$ cat src/rtl/seq_feeder_pkg.sv
// Shared types and defaults for the systolic-array sequence feeder.
// Build option: SEQ_FEEDER_CHK_EN enables ASCII legality checking and the o_err flag.
package seq_feeder_pkg;

  localparam int PE_NUM_DEF  = 64;
  localparam int MAX_REF_DEF = 200;
  localparam int CNT_W_DEF   = 9;

  typedef enum logic [1:0] {
    BASE_A = 2'd0,
    BASE_C = 2'd1,
    BASE_G = 2'd2,
    BASE_T = 2'd3
  } base_e;

  typedef enum logic [2:0] {
    IDLE,
    LOAD_Q,
    LOAD_R,
    STREAM,
    DRAIN
  } state_e;

  // A=x00, C=x01, G=x11, T=x10 in bits [2:1] for both cases of ASCII.
  function automatic logic [1:0] cheap_enc(input logic [7:0] c);
    return {c[2], c[2] ^ c[1]};
  endfunction

endpackage

$ cat src/rtl/seq_feeder_if.sv
// Character stream handshake into the sequence feeder.
// Build option: SEQ_FEEDER_CHK_EN (no effect on this interface).
interface seq_feeder_if;
  logic       valid;
  logic       ready;
  logic [7:0] ch;
  logic       last;

  modport master (output valid, ch, last, input ready);
  modport slave  (input valid, ch, last, output ready);
endinterface

$ cat src/rtl/seq_feeder_ascii_base_enc.sv
// ASCII nucleotide to 2-bit code; illegal flag is only meaningful when
// SEQ_FEEDER_CHK_EN is defined, otherwise a cheap bit map is used.
module ascii_base_enc
  import seq_feeder_pkg::*;
(
  input  logic [7:0] i_char,
  output logic [1:0] o_code,
  output logic       o_illegal
);

`ifdef SEQ_FEEDER_CHK_EN
  always_comb begin
    o_code    = BASE_A;
    o_illegal = 1'b0;
    case (i_char)
      "A", "a": o_code = BASE_A;
      "C", "c": o_code = BASE_C;
      "G", "g": o_code = BASE_G;
      "T", "t": o_code = BASE_T;
      default:  o_illegal = 1'b1;
    endcase
  end
`else
  assign o_code    = cheap_enc(i_char);
  assign o_illegal = 1'b0;
`endif

endmodule

$ cat src/rtl/seq_feeder.sv
// Loads query/reference bases, then streams the reference to the PE array and drains it.
// Build option: SEQ_FEEDER_CHK_EN adds illegal-char and overflow reporting on o_err.
module seq_feeder
  import seq_feeder_pkg::*;
#(
  parameter int PE_NUM  = PE_NUM_DEF,
  parameter int MAX_REF = MAX_REF_DEF,
  parameter int CNT_W   = CNT_W_DEF
) (
  input  logic                  i_clk,
  input  logic                  i_rst_n,
  seq_feeder_if.slave           s_in,
  output logic [2*PE_NUM-1:0]   o_B,
  output logic [1:0]            o_A,
  output logic                  o_start,
  output logic                  o_busy,
  output logic                  o_done,
  output logic [CNT_W-1:0]      o_ref_len,
  output logic                  o_err
);

  localparam int QW = (PE_NUM  > 1) ? $clog2(PE_NUM)  : 1;
  localparam int RW = (MAX_REF > 1) ? $clog2(MAX_REF) : 1;
  localparam logic [CNT_W-1:0] C_QMAX = CNT_W'(PE_NUM);
  localparam logic [CNT_W-1:0] C_RMAX = CNT_W'(MAX_REF);
  localparam logic [CNT_W-1:0] C_ONE  = CNT_W'(1);

  state_e           r_state;
  logic [CNT_W-1:0] r_q, r_r, r_k, r_d, r_len;
  logic [1:0]       r_qry [PE_NUM];
  logic [1:0]       r_ram [MAX_REF];
  logic             r_start, r_done, r_busy;

  logic       w_xfer, w_q_full, w_r_full, w_illegal;
  logic [1:0] w_code;

  ascii_base_enc u_enc (
    .i_char    (s_in.ch),
    .o_code    (w_code),
    .o_illegal (w_illegal)
  );

  assign s_in.ready = (r_state == IDLE) || (r_state == LOAD_Q) || (r_state == LOAD_R);
  assign w_xfer     = s_in.valid & s_in.ready;
  assign w_q_full   = (r_q == C_QMAX);
  assign w_r_full   = (r_r == C_RMAX);

  always_ff @(posedge i_clk) begin
    if (!i_rst_n) begin
      r_state <= IDLE;
      r_q     <= '0;
      r_r     <= '0;
      r_k     <= '0;
      r_d     <= '0;
      r_len   <= '0;
      r_start <= 1'b0;
      r_done  <= 1'b0;
      r_busy  <= 1'b0;
      for (int i = 0; i < PE_NUM; i++) r_qry[i] <= 2'b00;
    end else begin
      r_start <= 1'b0;
      r_done  <= 1'b0;
      case (r_state)
        IDLE: if (w_xfer) begin
          // A new job starts from a clean query word so short queries pad with A.
          for (int i = 1; i < PE_NUM; i++) r_qry[i] <= 2'b00;
          r_qry[0] <= w_code;
          r_q      <= C_ONE;
          r_r      <= '0;
          r_busy   <= 1'b1;
          r_state  <= s_in.last ? LOAD_R : LOAD_Q;
        end
        LOAD_Q: if (w_xfer) begin
          if (!w_q_full) begin
            r_qry[r_q[QW-1:0]] <= w_code;
            r_q                <= r_q + C_ONE;
          end
          if (s_in.last) r_state <= LOAD_R;
        end
        LOAD_R: if (w_xfer) begin
          if (!w_r_full) r_r <= r_r + C_ONE;
          if (s_in.last) begin
            r_len   <= w_r_full ? r_r : r_r + C_ONE;
            r_k     <= '0;
            r_start <= 1'b1;
            r_state <= STREAM;
          end
        end
        STREAM: begin
          if (r_k == r_len - C_ONE) begin
            r_d     <= '0;
            r_state <= DRAIN;
          end else begin
            r_k <= r_k + C_ONE;
          end
        end
        DRAIN: begin
          // d = 0..PE_NUM-1 flush the array; d = PE_NUM is the o_done cycle.
          if (r_d == C_QMAX) begin
            r_busy  <= 1'b0;
            r_state <= IDLE;
          end else begin
            r_d <= r_d + C_ONE;
            if (r_d == C_QMAX - C_ONE) r_done <= 1'b1;
          end
        end
        default: r_state <= IDLE;
      endcase
    end
  end

  always_ff @(posedge i_clk) begin
    if (r_state == LOAD_R && w_xfer && !w_r_full) r_ram[r_r[RW-1:0]] <= w_code;
  end

  assign o_A       = (r_state == STREAM) ? r_ram[r_k[RW-1:0]] : 2'b00;
  assign o_start   = r_start;
  assign o_busy    = r_busy;
  assign o_done    = r_done;
  assign o_ref_len = r_len;

  generate
    for (genvar gi = 0; gi < PE_NUM; gi++) begin : g_bword
      assign o_B[2*gi +: 2] = r_qry[gi];
    end
  endgenerate

`ifdef SEQ_FEEDER_CHK_EN
  logic r_err;
  logic w_ovf;
  assign w_ovf = ((r_state == LOAD_Q) && w_q_full) || ((r_state == LOAD_R) && w_r_full);

  always_ff @(posedge i_clk) begin
    if (!i_rst_n) begin
      r_err <= 1'b0;
    end else if (w_xfer) begin
      if (r_state == IDLE)          r_err <= w_illegal;
      else if (w_illegal || w_ovf)  r_err <= 1'b1;
    end
  end
  assign o_err = r_err;
`else
  logic w_unused;
  assign w_unused = &{1'b0, w_illegal};
  assign o_err    = 1'b0;
`endif

endmodule
$ cat src/flat_wrapper.sv
// flat-port wrapper written by rule: the top's interface ports become plain ports
module seq_feeder_flat import seq_feeder_pkg::*;
#(
  parameter int PE_NUM  = PE_NUM_DEF,
  parameter int MAX_REF = MAX_REF_DEF,
  parameter int CNT_W   = CNT_W_DEF
)
  (i_clk, i_rst_n, o_B, o_A, o_start, o_busy, o_done, o_ref_len, o_err, s_in_valid, s_in_ch, s_in_last, s_in_ready);
  seq_feeder_if s_in_i ();
  input  logic i_clk;
  input  logic i_rst_n;
  output logic [2*PE_NUM-1:0] o_B;
  output logic [1:0] o_A;
  output logic o_start;
  output logic o_busy;
  output logic o_done;
  output logic [CNT_W-1:0] o_ref_len;
  output logic o_err;
  input wire logic [$bits(s_in_i.valid)-1:0] s_in_valid;
  input wire logic [$bits(s_in_i.ch)-1:0] s_in_ch;
  input wire logic [$bits(s_in_i.last)-1:0] s_in_last;
  output wire logic [$bits(s_in_i.ready)-1:0] s_in_ready;
  assign s_in_i.valid = s_in_valid;
  assign s_in_i.ch = s_in_ch;
  assign s_in_i.last = s_in_last;
  assign s_in_ready = s_in_i.ready;
  seq_feeder #(.PE_NUM(PE_NUM), .MAX_REF(MAX_REF), .CNT_W(CNT_W)) u_core (.i_clk(i_clk), .i_rst_n(i_rst_n), .s_in(s_in_i), .o_B(o_B), .o_A(o_A), .o_start(o_start), .o_busy(o_busy), .o_done(o_done), .o_ref_len(o_ref_len), .o_err(o_err));
endmodule
$ cat config.mk
export PLATFORM = sky130hd
export DESIGN_NAME = seq_feeder_flat
export DESIGN_NICKNAME = d
export VERILOG_FILES = /design/src/rtl/seq_feeder_pkg.sv /design/src/rtl/seq_feeder_if.sv /design/src/rtl/seq_feeder_ascii_base_enc.sv /design/src/rtl/seq_feeder.sv /design/src/flat_wrapper.sv
export SDC_FILE = /design/constraint.sdc
export NUM_CORES = 1
export LEC_CHECK = 0
export BUFFER_PORTS_ARGS = -buffer_cell sky130_fd_sc_hd__clkbuf_2
export CORE_MARGIN = 2
export CORE_UTILIZATION = 51
export CTS_BUF_LIST = sky130_fd_sc_hd__clkbuf_4
export DETAILED_ROUTE_END_ITERATION = 10
export GPL_ROUTABILITY_DRIVEN = 0
export GPL_TIMING_DRIVEN = 1
export PLACE_DENSITY_LB_ADDON = 0.25
export SYNTH_ARGS = -nofsm -noshare
export SYNTH_HDL_FRONTEND = slang
export SYNTH_SLANG_ARGS = --single-unit
$ cat constraint.sdc
create_clock -name i_clk -period 8.7 [get_ports i_clk]
set_input_delay 1.305 -clock i_clk [delete_from_list [all_inputs] [get_ports i_clk]]
set_output_delay 1.305 -clock i_clk [all_outputs]
set_load 0.01 [all_outputs]
==> run_results.csv <==
group,metric,value,unit
outcome,outcome,"finished, final reports clean",
sta,fin_setup_tns,0,ns
critical_path,start_kind,"flop",
yosys,ys_seq_elements,587,
global_routing,grt_pass1_wl,89600,um
placement,io_buffers,148,
global_routing,track_usage,23.9,%
sta,post-route-min-period,5.59,ns
sta,relSlewSlack,24.4,%
floorplanning,die-area,50300,um2
critical_path,path_cells,"buf_4 -> nor3b_1 -> a32oi_1 -> nand2_1 -> a21oi_1 -> o311ai_0 -> a31oi_1 -> o311a_1 -> clkbuf_2",
placement,place_inst,2413,
yosys,synth_warnings,0,
floorplanning,coreArea,47800,um2
run,cap_violations,0,
final_layout,layout_commonest_cell,"edfxtp_1",
floorplanning,pin_count,156,
clock_network,cts-resized-gates,0,
sta,finalSetupViolCount,0,
yosys,synth_edf_count,528,
critical_path,required,7.39,ns
routing,wire_per_inst,22.2,um
floorplanning,die_y,224,um
clock_network,cts.clk_slew.worst_paths,0.06,ns
power,p_int,4.49,mW
final_layout,drive_gt1_share,24.6,%
final_layout,nets,1971,
floorplanning,std_cell_rows,80,
sta,rsz0062_at_grt,"false",
clock_network,cts_tree,"yes",
yosys,synth_cell_types,76,
final_layout,area_growth_syn_to_layout,12.0,%
power,p_sw_share,22.3,%
yosys,syn_area,24800,um2
clock_network,clock_sinks,587,
power,clockPowerShare,41.5,%
placement,hpwl,36800,um
power,p_leak,9.00,nW
critical_path,crit_arrival,4.29,ns
clock_network,cts_hold_buffers,0,
critical_path,path_delay_family,"compound AO/OA/AOI/OAI gates",
routing,vias,15600,
routing,firstDrtPassIters,5,
global_routing,globalRouteOverflowTotal,0,
clock_network,cts_setup_buffers,0,
routing,wirelength,59200,um
yosys,syn_area_per_cell,14.1,um2
clock_network,numCtsBuffers,149,
critical_path,cp-end-kind,"output pin",
power,vdd_ir_drop_max,183,uV
critical_path,crit_path_top_delay_cell,"dfxtp_4",
critical_path,slowest_delay,0.92,ns
global_routing,grt_max_degree,210,
power,combPwrFrac,3.8,%
clock_network,htree_levels,4,
final_layout,n_fill_cell,3840,
clock_network,clk_latency,0.97,ns
sta,post-route-period-util,64.3,%
global_routing,antenna_found_initial,1,
sta,skew,0.0579,ns
yosys,synth_fp_nets,1783,
final_layout,fin_cells,2663,
min_path,hold_path_class,"flop to flop",
floorplanning,initial_core_util,51.7,%
routing,drtIter0Drc,1324,
sta,slew_viol_final,0,
yosys,ys.flop_type,"edfxtp_1",
clock_network,cts-root-buf,"clkbuf_4",
routing,drtAntennaViolNets,0,
routing,viasPerCell,5.87,
critical_path,worst-path-max-fanout,46,
global_routing,first_global_vias,15600,
sta,finalHoldViolCount,0,
power,seq_power_share,54.7,%
final_layout,mostFrequentLayoutCells,"528 x edfxtp_1, 403 x nor2_1, 204 x clkbuf_4, 147 x clkbuf_2, 79 x nand2_1",
critical_path,crit_type,"flop to output pin",
critical_path,critPathBufInv,2,
power,power_density,208,nW/um2
clock_network,clk_path_buf_depth,3,
sta,max_slew.worst_pin.slew,1.13,ns
yosys,synthCells,1761,
power,p_switching,1.29,mW
floorplanning,chipWidth,224,um
sta,max_freq,179,MHz
yosys,synth-async-reset-ratio,0,%
yosys,yosysSeqAreaShare,68.8,%
routing,remaining_drc_errors,0,
[path summary, 6_finish.rpt]
kind,start,end,slack [ns],depth (start not counted)
worst min register to register,u_core.o_ref_len[1],u_core.o_ref_len[1],0.51,2
worst min-delay path,u_core.o_ref_len[1],u_core.o_ref_len[1],0.51,2
worst max register to register,u_core.r_state[0],u_core.r_qry[2][1],5.38,5
worst max-delay path,flop,o_A[0],3.11,9
[metrics by stage]
step	util [%]	setup WS (ns)	cell area, um2	power (mW)	hold WS (ns)
3_5_place_dp	54.0	4.07	25800	3.44	0.503
5_1_grt	58.0	2.82	27700	5.99	0.538
2_1_floorplan	-	0.288	24800	3.35	0.480
4_1_cts	58.0	2.97	27700	5.82	0.519
6_report	58.0	3.11	27700	5.77	0.510
3_3_place_gp	54.0	4.09	25800	3.43	0.494
[cells in the mapped netlist (all sizes together), types with 4 or more instances]
cell type,n,area (um2)
edfxtp,528,15900
nor2,404,1520
mux4,88,2020
clkbuf,82,309
o21ai,82,414
nand2,79,297
dfxtp,59,1180
nand3,54,270
buf,46,304
mux2i,39,390
a21oi,32,175
nand2b,21,131
nor3,20,105
xor2,19,166
inv,18,67.6
xnor2,17,149
a31oi,13,81.3
a211oi,11,100
a22oi,11,82.6
nand4,11,68.8
nor2b,11,68.8
ha,10,125
nand3b,10,75.1
or2,10,62.6
mux2,9,101
o22ai,8,50.1
and3,7,43.8
nor3b,6,45.0
a2111oi,5,75.1
o311ai,5,43.8
a221oi,4,35.0
and2,4,25.0
nor4b,4,35.0
[routing by layer]
layer | global-route usage, % | wire [um]
met1 | 30.9 | 23900
met2 | 39.1 | 29200
met3 | 5.15 | 4380
met4 | 10.8 | 1650
met5 | 0 | 0
[tightest hold or removal path: stages, from the launching register on]
cell	delay, ns
dfxtp_1	0.34
nand2_1	0.07
a21oi_1	0.06
[sequential cells by signal, summed over array words and instances, names as in the netlist, named ones only]
register and flops:
u_core.o_busy 1, u_core.o_done 1, u_core.o_ref_len 9, u_core.o_start 1, u_core.r_d 9, u_core.r_k 9, u_core.r_q 9, u_core.r_qry 128
u_core.r_r 9, u_core.r_ram 400, u_core.r_state 3
[cells by family after synthesis]
group	after synthesis	share of synthesized area, %
AO/OA/AOI/OAI	189	4.94
XOR/XNOR	36	1.27
adder cells (fa/ha/maj)	10	0.505
buffers and inverters	147	2.76
flip-flops	587	68.8
multiplexers	136	10.2
other	1	0.0151
AND/OR/NAND/NOR	655	11.5
[power by group through the flow]
| stage | clock, mW | combinational [mW] | sequential, mW |
|---|---|---|---|
| 3_3_place_gp | 0 | 0.217 | 3.22 |
| 4_1_cts | 2.44 | 0.223 | 3.16 |
| 6_report | 2.39 | 0.221 | 3.16 |
| 5_1_grt | 2.59 | 0.240 | 3.16 |
| 2_1_floorplan | 0 | 0.109 | 3.24 |
| 3_5_place_dp | 0 | 0.223 | 3.22 |
[cell type report]
type                    count  area [um2]  share of cell area [%]
diodes                      1        2.50                 0.00902
flip-flops and latches    587       17000                    61.4
repair buffers            165         887                    3.20
clock buffers             204        1530                    5.52
clock inverters            45         374                    1.35
multi-input cells        1027        7060                    25.4
well taps                 615         769                    2.77
inverters                  19        71.3                   0.257
Note: power is estimated with default switching activity, not from simulation.
